$ cat src/rtl/avg_pool2x2_engine.sv
// 2x2 average-pooling engine: 28x28 signed frame in, 14x14 means out.
// Define AVG_POOL_ROUND_EN for round-half-up instead of floor.
`timescale 1ns/1ps
module avg_pool2x2_engine #(
  parameter int IMG_W = 28,
  parameter int IMG_H = 28,
  parameter int PIX_W = 8
) (
  input  logic             clk,
  input  logic             reset,
  input  logic             start,
  output logic [9:0]       pix_addr,
  input  logic [PIX_W-1:0] pix_data,
  output logic             out_valid,
  output logic [7:0]       out_addr,
  output logic [PIX_W-1:0] out_data,
  output logic             busy,
  output logic             done
);

  localparam int OW   = IMG_W / 2;
  localparam int OH   = IMG_H / 2;
  localparam int NWIN = OW * OH;
  localparam int AW   = PIX_W + 2;

  typedef enum logic [1:0] {
    IDLE,
    RUN,
    FIN
  } state_t;

  state_t state_q, state_d;

  logic [2:0]          phase_q;
  logic [3:0]          r_q, c_q;
  logic [7:0]          win_q;
  logic signed [AW-1:0] acc_q;
  logic signed [AW-1:0] pix_sx;
  logic signed [AW-1:0] sum;
  logic signed [AW-1:0] pre;
  logic [9:0]          base;
  logic [9:0]          next_base;
  logic [9:0]          rd_addr;
  logic                last_col;
  logic                last_win;

  always_comb begin
    state_d = state_q;
    unique case (state_q)
      IDLE: if (start) state_d = RUN;
      RUN:  if (phase_q == 3'd4 && last_win) state_d = FIN;
      FIN:  state_d = IDLE;
      default: state_d = IDLE;
    endcase
  end

  always_ff @(posedge clk) begin
    if (reset) state_q <= IDLE;
    else       state_q <= state_d;
  end

  always_comb begin
    pix_sx    = {{2{pix_data[PIX_W-1]}}, pix_data};
    sum       = acc_q + pix_sx;
`ifdef AVG_POOL_ROUND_EN
    pre       = sum + AW'(2);
`else
    pre       = sum;
`endif
    last_col  = (c_q == 4'(OW - 1));
    last_win  = (win_q == 8'(NWIN - 1));
    base      = 10'(r_q) * 10'(2 * IMG_W) + 10'({c_q, 1'b0});
    next_base = last_col ? (10'(r_q) + 10'd1) * 10'(2 * IMG_W)
                         : base + 10'd2;
    // address for the phase that follows the current one
    unique case (phase_q)
      3'd0:    rd_addr = base + 10'd1;
      3'd1:    rd_addr = base + 10'(IMG_W);
      3'd2:    rd_addr = base + 10'(IMG_W + 1);
      default: rd_addr = next_base;
    endcase
  end

  assign busy = (state_q != IDLE);

  always_ff @(posedge clk) begin
    if (reset) begin
      phase_q   <= '0;
      r_q       <= '0;
      c_q       <= '0;
      win_q     <= '0;
      acc_q     <= '0;
      pix_addr  <= '0;
      out_valid <= 1'b0;
      out_addr  <= '0;
      out_data  <= '0;
      done      <= 1'b0;
    end else begin
      out_valid <= 1'b0;
      unique case (state_q)
        IDLE: begin
          if (start) begin
            phase_q  <= '0;
            r_q      <= '0;
            c_q      <= '0;
            win_q    <= '0;
            pix_addr <= '0;
            done     <= 1'b0;
          end
        end
        RUN: begin
          unique case (phase_q)
            3'd0: ;
            3'd1: acc_q <= pix_sx;
            3'd2,
            3'd3: acc_q <= sum;
            default: begin
              out_valid <= 1'b1;
              out_addr  <= win_q;
              out_data  <= PIX_W'(pre >>> 2);
            end
          endcase
          if (phase_q == 3'd4) begin
            phase_q <= '0;
            if (!last_win) begin
              win_q    <= win_q + 8'd1;
              pix_addr <= rd_addr;
              c_q      <= last_col ? 4'd0 : c_q + 4'd1;
              r_q      <= last_col ? r_q + 4'd1 : r_q;
            end
          end else begin
            phase_q <= phase_q + 3'd1;
            if (phase_q != 3'd3) pix_addr <= rd_addr;
          end
        end
        FIN:     done <= 1'b1;
        default: ;
      endcase
    end
  end

endmodule

$ cat config.mk
export PLATFORM = sky130hd
export DESIGN_NAME = avg_pool2x2_engine
export DESIGN_NICKNAME = d
export VERILOG_FILES = /design/src/rtl/avg_pool2x2_engine.sv
export SDC_FILE = /design/constraint.sdc
export NUM_CORES = 1
export LEC_CHECK = 0
export CAP_MARGIN = 20
export CORE_ASPECT_RATIO = 0.75
export CORE_MARGIN = 2
export CORE_UTILIZATION = 28
export DETAILED_ROUTE_END_ITERATION = 8
export HOLD_SLACK_MARGIN = 0.12
export MAX_ROUTING_LAYER = met4
export PLACE_DENSITY_LB_ADDON = 0.05
export SKIP_CTS_REPAIR_TIMING = 1
export SYNTH_ARGS = -nofsm -noshare
export SYNTH_HDL_FRONTEND = slang
export SYNTH_SLANG_ARGS = --single-unit
$ cat constraint.sdc
create_clock -name clk -period 8.95 [get_ports clk]
set_input_delay 1.79 -clock clk [delete_from_list [all_inputs] [get_ports clk]]
set_output_delay 1.79 -clock clk [all_outputs]
set_load 0.1 [all_outputs]
==> impl_metrics.yaml <==
status:
  status: "completed"
global_route:
  grt_pass1_vias: 3392
  overflow: 0
  grt_max_degree: 52
  grt_pass1_wl_mm: 17.4
  grt_antenna_before_repair: 0
  grt_use_total_pct: 15.0
logic_synthesis:
  synthArstFlopShare_pct: 0
  synthDistinctLibCells: 61
  synth_edf_count: 0
  syn_area_um2: 4010
  synth_top_flop_cell: "dfxtp_1"
  syn_nets: 541
  syn_avg_cell_area_um2: 8.27
  ys_ff_latch: 59
  ys_warn_count: 0
  synthCells: 485
  synth_seq_area_share_pct: 29.5
pwr:
  power_density_nw_per_um2: 158
  total_power_uw: 774
  leakagePower_uw: 0.00203
  ir_drop_uv: 92.8
final_layout:
  layout-area-overhead-vs-synth_pct: 22.0
  layout_commonest_cell: "nor2_1"
  layout_common_cells: "nor2_1, dfxtp_1, a21oi_1"
  final_util_pct: 35.4
  drive_above_1_share_pct: 6.62
  nets: 580
  n_antenna_cell: 0
  fin_area_um2: 4890
  fill_cells: 1409
sta:
  finalCriticalPeriod_ps: 3910
  post-route-period-util_pct: 43.7
  final.setup.tns_ps: 0
  final_hold_viol_count: 0
  finalMaxSlewViolations: 0
  finClkSkew_ps: 10.3
  setup_violations: 0
  worst_pin_slew_ps: 1000
  max_freq_mhz: 256
  maxSlewHeadroom_pct: 33.0
  rsz0062_at_grt: "no"
detailed_routing:
  vias: 3402
  avgViaCountPerCell: 4.83
  drc: 0
  ant_nets: 0
  dr.pass1.iters: 4
  wl_mm: 10.4
  detail_route.wl_per_cell_um: 14.8
  drt_iter0_markers: 172
worst_setup_path:
  crit_path_max_fanout: 3
  worstSetupPathType: "input pin to flip-flop"
  worstPathArrival_ps: 4160
  cp_data_required_time_ps: 9200
  worstSetupStartpointType: "input pin"
  max_stage_delay_ps: 480
  crit_chain: "clkdlybuf4s50_1 -> ha_1 -> inv_1 -> fa_1 -> nor2b_1 -> o21ai_0 -> a21boi_0 -> o21a_1 -> o41ai_2 -> or3_1 -> a41oi_1"
  critPathSlowestCell: "clkdlybuf4s50_1"
  endpoint_kind: "flip-flop"
floorplan:
  die_w_um: 142
  core_area_um2: 13800
  start_util_pct: 29.0
  rows: 37
  ios: 40
  chipHeight_um: 108
  fp.dieArea_um2: 15300
cts:
  cts_tree: "done"
  clk_latency_ps: 330
  clk_root_buffer_cell: "clkbuf_16"
  clk_pin_slew_worst_paths_ps: 50
  cts_sinks: 59
  ctsHtreeMaxLevel: 3
  cts_made_buffers: 9
  clockBufferDepth: 2
placement:
  placed_area_um2: 4570
  hpwl_mm: 7.73
  io_buffers: 39
  place_congestion: 0.767
hold_path:
  min_path_type: "flip-flop to flip-flop"
flow_run:
  max_cap_violations: 0
-- registers in the layout, indices dropped and copies added (netlist names) --
name       flops
acc_q         10
phase_q        3
r_q            4
win_q          8
state_q        2
out_valid      1
done           1
c_q            4
out_data       8
out_addr       8
pix_addr      10
-- final cells by class --
class                           instances  area [um2]  share of cell area, %
Multi-Input combinational cell        386        2660                   54.3
Sequential cell                        59        1180                   24.1
Timing Repair Buffer                   43         415                   8.49
Clock buffer                            9         225                   4.60
Tap cell                              175         219                   4.47
Clock inverter                          7         100                   2.05
Inverter                               25        93.8                   1.92
-- synthesized netlist by cell type, types with 3 or more instances --
master / n / area share, %
o211ai_1: 5 / 0.94
nand3b_1: 4 / 0.75
mux2i_1: 9 / 2.2
o21ai_0: 13 / 1.6
nand4_1: 3 / 0.47
clkbuf_1: 10 / 0.94
a211oi_1: 7 / 1.3
xor2_1: 18 / 3.9
inv_1: 25 / 2.3
nor3b_1: 3 / 0.56
a31oi_1: 4 / 0.62
o21bai_1: 3 / 0.56
o311ai_0: 3 / 0.66
dfxtp_1: 59 / 29
or3_1: 5 / 0.78
nand3_1: 10 / 1.2
nor4_1: 3 / 0.47
a21oi_1: 50 / 6.2
nor2_1: 69 / 6.5
a21o_1: 9 / 1.7
fa_1: 10 / 5.0
nor2b_1: 4 / 0.62
nand2b_1: 3 / 0.47
nand2_1: 48 / 4.5
nor3_1: 15 / 1.9
xnor2_1: 14 / 3.1
ha_1: 35 / 11
a32oi_1: 4 / 0.87
-- kinds of logic (layout without fill, tap and decap cells) --
group,Yosys count,after routing,share of synthesized area (%)
multiplexers,10,10,2.53
AO/OA/AOI/OAI,118,118,19.1
XOR/XNOR,35,35,8.39
flip-flops,59,59,29.5
buffers and inverters,40,84,4.40
AND/OR/NAND/NOR,178,178,20.2
adder cells (fa/ha/maj),45,45,15.9
-- critical path, delay by kind of cell --
kind                     cells  cell delay [ps]
adder cells (fa/ha/maj)      2              560
AO/OA/AOI/OAI                5              840
buffers and inverters        2              530
AND/OR/NAND/NOR              2              430
-- report_power, final --
part | internal [uW] | switching [uW]
clock network | 246 | 137
registers | 270 | 5.55
logic | 36.9 | 79.8
-- through the flow --
step           hold WS (ps)  setup WS [ps]  std cells
6_report                454           5040        704
5_1_grt                 478           4730        704
4_1_cts                 458           5060        704
3_5_place_dp            450           4710        688
3_3_place_gp            444           4720        688
2_1_floorplan           452           5370        485
-- final timing paths --
check | slack, ps | end | cells past startpoint | from
worst max register to register | 5220 | pix_addr[9]$_SDFFE_PP0P_ | 13 | r_q[1]$_SDFFE_PP0P_
worst max-delay path | 5040 | acc_q[8]$_SDFFE_PP0P_ | 11 | pix_data[0]
worst min-delay path | 450 | out_data[3]$_SDFFE_PP0P_ | 2 | out_data[3]$_SDFFE_PP0P_
worst min register to register | 450 | out_data[3]$_SDFFE_PP0P_ | 2 | out_data[3]$_SDFFE_PP0P_
-- per-layer routing --
metal	share of wire, %	GRT usage, %	vias up
li1	-	-	1775
met1	55	21.7	1582
met2	41	21.3	38
met3	3.3	2.98	7
met4	0.73	3.43	0
met5	0	-	-
Power figures use the tool's default switching activity.
